### src/rtl/lru_ctrl_lv1.sv
// -----------------------------------------------------------------------------
// lru_ctrl_lv1
//   Registered tree pseudo-LRU controller for one L1 cache. Each set holds a
//   3-bit PLRU word for a 4-way set. The block serves three requesters:
//     - hit/fill touch      : marks a way most-recently-used
//     - snoop-invalidate    : aims the tree at the invalidated way so that it
//                             becomes the next victim
//     - miss victim lookup  : returns the way to replace
//   The block also runs the init sweep after reset and the flush sweep. Each
//   sweep writes 3'b000 to every set, one set per cycle.
//
// Ports
//   clk          in   clock; all state changes on the rising edge
//   rst_n        in   asynchronous active-low reset
//   flush_req    in   1-cycle pulse: restart the init sweep
//   init_done    out  1 = sweep complete, requests are serviced
//   touch_req    in   touch request (highest write priority)
//   touch_index  in   set index of the touch
//   touch_way    in   way touched
//   inv_req      in   invalidate hint request
//   inv_index    in   set index of the invalidate
//   inv_way      in   way invalidated
//   inv_ack      out  same-cycle: the invalidate update is written this cycle
//   vic_req      in   victim lookup request, held until vic_ack
//   vic_index    in   set index to look up
//   vic_ack      out  1-cycle pulse in the cycle after acceptance
//   vic_way      out  victim way, valid while vic_ack = 1
// -----------------------------------------------------------------------------

`ifndef ASSOC_WID_LV1
`define ASSOC_WID_LV1 2
`endif
`ifndef INDEX_MSB_LV1
`define INDEX_MSB_LV1 11
`endif
`ifndef INDEX_LSB_LV1
`define INDEX_LSB_LV1 6
`endif
`ifndef LRU_VAR_WID_LV1
`define LRU_VAR_WID_LV1 3
`endif
`ifndef NUM_OF_SETS_LV1
`define NUM_OF_SETS_LV1 64
`endif

module lru_ctrl_lv1 #(
   parameter int ASSOC_WID   = `ASSOC_WID_LV1,
   parameter int INDEX_MSB   = `INDEX_MSB_LV1,
   parameter int INDEX_LSB   = `INDEX_LSB_LV1,
   parameter int LRU_VAR_WID = `LRU_VAR_WID_LV1,
   parameter int NUM_OF_SETS = `NUM_OF_SETS_LV1
) (
   input  logic                         clk,
   input  logic                         rst_n,
   input  logic                         flush_req,
   output logic                         init_done,
   input  logic                         touch_req,
   input  logic [INDEX_MSB-INDEX_LSB:0] touch_index,
   input  logic [ASSOC_WID-1:0]         touch_way,
   input  logic                         inv_req,
   input  logic [INDEX_MSB-INDEX_LSB:0] inv_index,
   input  logic [ASSOC_WID-1:0]         inv_way,
   output logic                         inv_ack,
   input  logic                         vic_req,
   input  logic [INDEX_MSB-INDEX_LSB:0] vic_index,
   output logic                         vic_ack,
   output logic [ASSOC_WID-1:0]         vic_way
);

   localparam int IDX_W = INDEX_MSB - INDEX_LSB + 1;
   localparam logic [IDX_W-1:0] LAST_SET = IDX_W'(NUM_OF_SETS - 1);

   typedef enum logic [0:0] {
      ST_INIT = 1'b0,
      ST_RUN  = 1'b1
   } state_t;

   // ---------------------------------------------------------------------------
   // PLRU helpers. Word layout p[2:0]:
   //   p[2] selects the half that holds the victim (0 = ways 0/1, 1 = ways 2/3)
   //   p[1] selects the victim inside ways 0/1
   //   p[0] selects the victim inside ways 2/3
   // ---------------------------------------------------------------------------

   // Victim way currently pointed to by a PLRU word.
   function automatic logic [ASSOC_WID-1:0] plru_victim(input logic [LRU_VAR_WID-1:0] word);
      logic [ASSOC_WID-1:0] way;
      case (word[2])
         1'b0:    way = {1'b0, word[1]};
         1'b1:    way = {1'b1, word[0]};
         default: way = {ASSOC_WID{1'b0}};
      endcase
      return way;
   endfunction

   // Touch: point every node on the path away from the touched way.
   function automatic logic [LRU_VAR_WID-1:0] plru_touch(input logic [LRU_VAR_WID-1:0] word,
                                                        input logic [ASSOC_WID-1:0]   way);
      logic [LRU_VAR_WID-1:0] upd;
      upd = word;
      case (way)
         2'd0:    upd[2:1] = 2'b11;
         2'd1:    upd[2:1] = 2'b10;
         2'd2:    begin upd[2] = 1'b0; upd[0] = 1'b1; end
         2'd3:    begin upd[2] = 1'b0; upd[0] = 1'b0; end
         default: upd = word;
      endcase
      return upd;
   endfunction

   // Invalidate hint: point every node on the path toward the freed way.
   function automatic logic [LRU_VAR_WID-1:0] plru_aim(input logic [LRU_VAR_WID-1:0] word,
                                                      input logic [ASSOC_WID-1:0]   way);
      logic [LRU_VAR_WID-1:0] upd;
      upd = word;
      case (way)
         2'd0:    upd[2:1] = 2'b00;
         2'd1:    upd[2:1] = 2'b01;
         2'd2:    begin upd[2] = 1'b1; upd[0] = 1'b0; end
         2'd3:    begin upd[2] = 1'b1; upd[0] = 1'b1; end
         default: upd = word;
      endcase
      return upd;
   endfunction

   // ---------------------------------------------------------------------------
   // Declarations
   // ---------------------------------------------------------------------------
   state_t                 state_r;
   state_t                 state_nxt_s;
   logic [IDX_W-1:0]       ctr_r;
   logic [IDX_W-1:0]       ctr_nxt_s;
   logic                   init_done_r;
   logic                   init_done_nxt_s;

   logic [LRU_VAR_WID-1:0] plru_mem_r [NUM_OF_SETS];

   logic                   wr_en_s;
   logic [IDX_W-1:0]       wr_idx_s;
   logic [LRU_VAR_WID-1:0] wr_data_s;

   logic                   vic_accept_s;
   logic [LRU_VAR_WID-1:0] vic_word_s;
   logic                   vic_ack_r;
   logic [ASSOC_WID-1:0]   vic_way_r;
   logic                   inv_ack_s;

   // Sweep FSM next state: flush always restarts the sweep from set 0.
   always_comb begin
      state_nxt_s     = state_r;
      ctr_nxt_s       = ctr_r;
      init_done_nxt_s = init_done_r;
      case (state_r)
         ST_INIT: begin
            if (flush_req) begin
               ctr_nxt_s = {IDX_W{1'b0}};
            end else if (ctr_r == LAST_SET) begin
               state_nxt_s     = ST_RUN;
               ctr_nxt_s       = {IDX_W{1'b0}};
               init_done_nxt_s = 1'b1;
            end else begin
               ctr_nxt_s = ctr_r + {{(IDX_W-1){1'b0}}, 1'b1};
            end
         end
         ST_RUN: begin
            if (flush_req) begin
               state_nxt_s     = ST_INIT;
               ctr_nxt_s       = {IDX_W{1'b0}};
               init_done_nxt_s = 1'b0;
            end else begin
               state_nxt_s = ST_RUN;
            end
         end
         default: begin
            state_nxt_s     = ST_INIT;
            ctr_nxt_s       = {IDX_W{1'b0}};
            init_done_nxt_s = 1'b0;
         end
      endcase
   end

   // Sweep FSM state, sweep counter and init_done flag.
   always_ff @(posedge clk or negedge rst_n) begin
      if (!rst_n) begin
         state_r     <= ST_INIT;
         ctr_r       <= {IDX_W{1'b0}};
         init_done_r <= 1'b0;
      end else begin
         state_r     <= state_nxt_s;
         ctr_r       <= ctr_nxt_s;
         init_done_r <= init_done_nxt_s;
      end
   end

   // Single write port arbitration: sweep, else touch, else invalidate.
   always_comb begin
      wr_en_s   = 1'b0;
      wr_idx_s  = {IDX_W{1'b0}};
      wr_data_s = {LRU_VAR_WID{1'b0}};
      if (state_r == ST_INIT) begin
         wr_en_s   = 1'b1;
         wr_idx_s  = ctr_r;
         wr_data_s = {LRU_VAR_WID{1'b0}};
      end else if (init_done_r && touch_req) begin
         wr_en_s   = 1'b1;
         wr_idx_s  = touch_index;
         wr_data_s = plru_touch(plru_mem_r[touch_index], touch_way);
      end else if (init_done_r && inv_req) begin
         wr_en_s   = 1'b1;
         wr_idx_s  = inv_index;
         wr_data_s = plru_aim(plru_mem_r[inv_index], inv_way);
      end else begin
         wr_en_s = 1'b0;
      end
   end

   // An invalidate only lands when the touch port is idle; it is not queued.
   always_comb begin
      inv_ack_s = inv_req & init_done_r & ~touch_req;
   end

   // Victim lookup sees the word as it will stand after this cycle's write,
   // so a same-cycle touch/invalidate to the same set is forwarded.
   always_comb begin
      vic_accept_s = vic_req & init_done_r & ~vic_ack_r;
      if (wr_en_s && (wr_idx_s == vic_index)) begin
         vic_word_s = wr_data_s;
      end else begin
         vic_word_s = plru_mem_r[vic_index];
      end
   end

   // PLRU storage: clocked writes only, contents defined by the sweep.
   always_ff @(posedge clk) begin
      if (wr_en_s) begin
         plru_mem_r[wr_idx_s] <= wr_data_s;
      end
   end

   // Victim response registers; vic_ack masks re-acceptance for one cycle.
   always_ff @(posedge clk or negedge rst_n) begin
      if (!rst_n) begin
         vic_ack_r <= 1'b0;
         vic_way_r <= {ASSOC_WID{1'b0}};
      end else begin
         vic_ack_r <= vic_accept_s;
         if (vic_accept_s) begin
            vic_way_r <= plru_victim(vic_word_s);
         end
      end
   end

   assign init_done = init_done_r;
   assign inv_ack   = inv_ack_s;
   assign vic_ack   = vic_ack_r;
   assign vic_way   = vic_way_r;

endmodule

### config.mk
export PLATFORM = sky130hd
export DESIGN_NAME = lru_ctrl_lv1
export DESIGN_NICKNAME = d
export VERILOG_FILES = /design/src/rtl/lru_ctrl_lv1.sv
export SDC_FILE = /design/constraint.sdc
export NUM_CORES = 1
export LEC_CHECK = 0
export BUFFER_PORTS_ARGS = -buffer_cell sky130_fd_sc_hd__buf_2
export CORE_MARGIN = 1
export CORE_UTILIZATION = 30
export DETAILED_ROUTE_END_ITERATION = 8
export GPL_ROUTABILITY_DRIVEN = 0
export PLACE_DENSITY = 0.4
export SLEW_MARGIN = 20
export SYNTH_ARGS = -nofsm -noshare
export SYNTH_HDL_FRONTEND = slang
export SYNTH_SLANG_ARGS = --single-unit
### constraint.sdc
create_clock -name clk -period 13.85 [get_ports clk]
set_clock_uncertainty 0.15 [all_clocks]
set_input_delay 3.4625 -clock clk [delete_from_list [all_inputs] [get_ports clk]]
set_output_delay 3.4625 -clock clk [all_outputs]
set_load 0.01 [all_outputs]
* After elaboration in Yosys (flattened, before gate mapping)
Memories as Yosys holds them, arrays and structs flattened.
Cells that the tools add are included.
** Operators by class
- Add/subtract/negate cells :: 1
- Bitwise logic cells :: 8
- Reduce and logical (&&, ||, !) cells :: 10
- Mux-type cells :: 31
- Eq/ne operators :: 11
** Operator list (number)
- 2-to-1 mux 6 bit :: 6
- case mux 1 bit (2 select lines) :: 8
- 2-to-1 mux 3 bit :: 4
- case mux 6 bit (2 select lines) :: 1
- 2-to-1 mux 1 bit :: 11
- == test 2 bit, second input constant :: 4
- OR reduction 2 bit :: 4
- adder 6 x 1 -> 6 bit, second input constant :: 1
- == test 6 bit :: 1
- == test 6 bit, second input constant :: 1
- inequality test 2 bit, second input constant :: 3
- AND 1 bit :: 4
- == test 2 x 1 -> 1 bit, second input constant :: 2
- logical NOT 2 bit :: 2
- inverter 1 bit :: 4
- case mux 2 bit (2 select lines) :: 1
- logical AND 1 bit :: 3
- AND reduction 3 bit :: 1
** Storage, ports and cells
- Memories kept :: 1
- Bits of input ports :: 28
- RAM bits :: 192
- Word-level logic and storage cells :: 67
- Output and inout port bits :: 5
- Flip-flop bits (word level) :: 11
** Memory list
- plru_mem_r :: depth 64, bits a word 3, read ports 3, clocked after Yosys merged registers in 0, wr ports 1, line 136 : logic [LRU_VAR_WID-1:0] plru_mem_r [NUM_OF_SETS];

* Longest topological paths before layout
- Depth after elaboration :: 9
- Depth in mapped cells :: 12
- Mapped depth without buffers :: 8

* Least setup slack after synthesis
OpenSTA, ideal clock, no wires.
- Path type :: input-to-reg
- Start :: input touch_index[0]
- End :: memory plru_mem_r[0][0] (netlist bit) (data pin)
- Path buffers :: 2
- Data arrival time :: 7.033 ns
- Path slack :: 5.987 ns
- Setup time :: 0.681 ns
- Cell stages on the path :: 8
- Data required time :: 13.019 ns
- Path through :: buf_6 buf_12 mux2i_1 a311o_1 o311ai_2 a211o_2 o21ai_2 nor3_1
** On the way
- Longest elaborated chain between the ends :: 4
** Ends and longest elaborated chain
- from (decl) :: line 58 : input logic [INDEX_MSB-INDEX_LSB:0] touch_index,
- memory read (64 x 3 bit)
- case mux 1 bit (2 select lines) :: line 101 : case (way)
- 2-to-1 mux 3 bit :: line 204 : end else if (init_done_r && touch_req) begin
- 2-to-1 mux 3 bit :: line 200 : if (state_r == ST_INIT) begin
- via wr_data_s[0] :: line 140 : logic [LRU_VAR_WID-1:0] wr_data_s;
- to (decl) :: line 136
The timed path passes the listed nets, and every way through them passes these cells.

* Worst setup path after layout
- Start :: input touch_req
- End :: output inv_ack
** On the way
- Longest elaborated chain between the ends :: 2
** Ends and longest elaborated chain
- from (decl) :: line 57 : input logic touch_req,
- inverter 1 bit :: line 219 : inv_ack_s = inv_req & init_done_r & ~touch_req;
- AND 1 bit :: line 219
- to (decl) :: line 63 : output logic inv_ack,
No other way between the ends.

==> results.py <==
metrics = {
    "status": {
        "status": "complete, no violations",
    },
    "final_layout": {
        "syn2layout_area_growth_pct": 11.41,
        "antennaDiodeCount": 0,
        "final_cell_area_um2": 12340,
        "nFillCells": 3482,
        "fin_nets": 765,
        "drive_gt1_share_pct": 22.87,
        "fin_cells": 1220,
        "fin_util_pct": 33.87,
    },
    "sta": {
        "setup_viol": 0,
        "min_period_over_period_pct": 56.66,
        "hold_slack_ns": 0.3698,
        "setup_tns_ns": 0,
        "drv_slew": 0,
        "relSlewSlack_pct": 39.91,
        "setup_ws_ns": 6.003,
        "max_freq_mhz": 127.4,
        "rsz0062_at_grt": "no",
        "hold_viol_final": 0,
        "min_period_ns": 7.847,
        "worst_pin_slew_ns": 0.9013,
    },
    "critical_path": {
        "cpMostUsedCell": "buf_2",
        "cpMaxStageDelayCell": "and3b_1",
        "r2r_start": "state_r",
        "crit_start": "touch_req",
        "critical_path_class": "primary input to primary output",
        "path_cells": "buf_2, and3b_1, buf_2",
        "critical-path-top-delay-family": "buffers and inverters",
        "max_stage_delay_ns": 0.37,
        "endpoint_kind": "primary output",
        "rr_endpoint": "plru_mem_r[20][0]",
        "worstSetupPathDepth": 3,
        "cp-start-kind": "primary input",
        "cp_max_fo": 18,
        "required_ns": 10.24,
        "cp.buffers_inverters": 2,
        "rrSetupSlack_ns": 10.51,
        "worstPathArrival_ns": 4.23,
        "critical_path.endpoint": "inv_ack",
        "r2r_cells": 5,
    },
    "logic_synthesis": {
        "synth_area_leaders": "edfxtp_1 52%, mux4_2 16%, mux4_1 7.4%",
        "synth.yosys.warnings": 0,
        "netlist_instances": 717,
        "yosysTopAreaCell": "edfxtp_1",
        "synth_area_um2": 11080,
        "syn_area_per_cell_um2": 15.45,
        "synth_common_cells": "192 x edfxtp_1, 86 x nor2_1, 79 x mux4_2",
        "synth-main-ff-cell": "edfxtp_1",
        "yosysUniqueCellTypes": 68,
        "ys_seq_area_share_pct": 54.54,
        "synth_top_area_share_pct": 52.05,
        "synthArstFlopShare_pct": 5.419,
        "synth_nets": 746,
        "synth_enable_flop_cells": 192,
        "ys_ff_latch": 203,
        "yosysMostFrequentCell": "edfxtp_1",
    },
    "clock_network": {
        "clock_latency_ns": 0.53,
        "cts_htree_levels": 1,
        "clkTransAtPathRegs_ns": 0.06,
        "cts_resized": 0,
        "numCtsBuffers": 24,
        "cts_hold_buf": 0,
        "cts_tree": "built",
        "clockRootBuffer": "clkbuf_16",
        "cts_buffer_depth": 3,
        "post_cts_buffers": 0,
        "cts.sinks": 203,
    },
    "power_and_ir_drop": {
        "p_total_mw": 1.424,
        "power.density_nw_per_um2": 115.4,
        "power.leakage_nw": 4.281,
        "peakVddDrop_mv": 0.07326,
    },
    "floorplan": {
        "core_um2": 36430,
        "die_h_um": 194.2,
        "rows": 70,
        "ios": 33,
        "die_w_um": 194.2,
        "dieArea_um2": 37700,
        "start_util_pct": 30.40,
    },
    "grt": {
        "grt_pass1_wl_um": 52240,
        "grtUsageTotal_pct": 19.19,
        "grt_pass1_vias": 7231,
        "grt_max_degree": 50,
        "grt_overflow": 0,
        "antenna_found_initial": 0,
    },
    "placed_design": {
        "dpl_worst_slack_ns": 6.030,
        "placed_area_um2": 11570,
        "dp_hpwl_um": 24250,
        "dpl.cell_count": 1178,
        "port_buffers": 32,
    },
    "detailed_routing": {
        "drc": 0,
        "post_drt_wl_per_cell_um": 29.30,
        "drtIter0Drc": 874,
        "wl_um": 35750,
        "dr.pass1.iters": 8,
        "vias": 7047,
        "drt.antenna.violating_nets": 0,
        "avgViaCountPerCell": 5.776,
    },
    "run": {
        "cap_violations": 0,
    },
    "worst_hold_path": {
        "timing.hold.worst.class": "flip-flop to flip-flop",
    },
}
==> cell families (layout without fill, tap and decap cells) <==
| group | Yosys count | in the layout | synth area share [%] |
|---|---|---|---|
| DFF | 203 | 203 | 54.54 |
| adders and majority gates | 1 | 1 | 0.1129 |
| buffers and inverters | 57 | 92 | 3.287 |
| AOI/OAI and AO/OA | 99 | 99 | 6.438 |
| muxes | 136 | 136 | 25.78 |
| and+or+nand+nor | 219 | 219 | 9.692 |
| xor gates and xnor gates | 2 | 2 | 0.1582 |
==> per-layer routing <==
metal  track usage, %  part of all wire (%)  routed length (um)
met1            26.41                    43               15320
met5                0                     0                   0
met2            30.42                    47               16680
met3            3.809                   7.5                2670
met4            6.173                   3.0                1079
==> state kept, by name, indices dropped and copies added, names as in the netlist <==
signal      count
plru_mem_r    192
init_done       1
state_r         1
ctr_r           6
vic_way         2
vic_ack         1
==> layout by cell type, fill, tap and decap left out, drive strengths merged, types with 3 or more instances in the layout <==
cell and count:
edfxtp 192, nor2b 14, nand4 6, nand2 40
o211ai 3, inv 14, a21oi 19, clkbuf 26
a22oi 28, and2 6, a21o 8, mux2i 25
nor3b 5, or2 4, and3 4, buf 39
nor2 86, mux4 110, and3b 4, clkinv 10
nand3 20, or3 5, dfrtp 11, nor3 10
o21ai 13, nand3b 9, o2111ai 3
==> how the worst min path moves through the flow <==
stage / start / cells past startpoint / end / slack [ns]
6_report: vic_way[1] / 1 / vic_way[1] / 0.37
5_1_grt: vic_ack / 1 / vic_ack / 0.39
4_1_cts: vic_way[1] / 1 / vic_way[1] / 0.38
3_5_place_dp: vic_way[1] / 1 / vic_way[1] / 0.36
3_3_place_gp: vic_way[1] / 1 / vic_way[1] / 0.33
2_1_floorplan: ctr_r[5] / 1 / ctr_r[5] / 0.32
==> power breakdown <==
part,internal (mW),switching [mW]
combinational,0.0484,0.0799
clock,0.365,0.259
sequential,0.667,0.00394
==> worst register-to-register path, cell delays in order (launching register included) <==
cell and delay, ns:
dfrtp_1 0.74, nand2_2 0.26, a311oi_1 0.48, o311ai_1 0.26, nor3_4 0.58, buf_4 0.55
==> area by class of cell <==
class                      instances  area [um2]  area share (%)
timing repair buffer              39       215.2           1.744
inverter                          11       41.29          0.3346
multi-input combinational        457        4691           38.01
sequential                       203        6041           48.95
tap                              468       585.6           4.745
clock buffer                      26       629.4           5.100
clock inverter                    16       137.6           1.115
(Power assumes the default switching activity.)
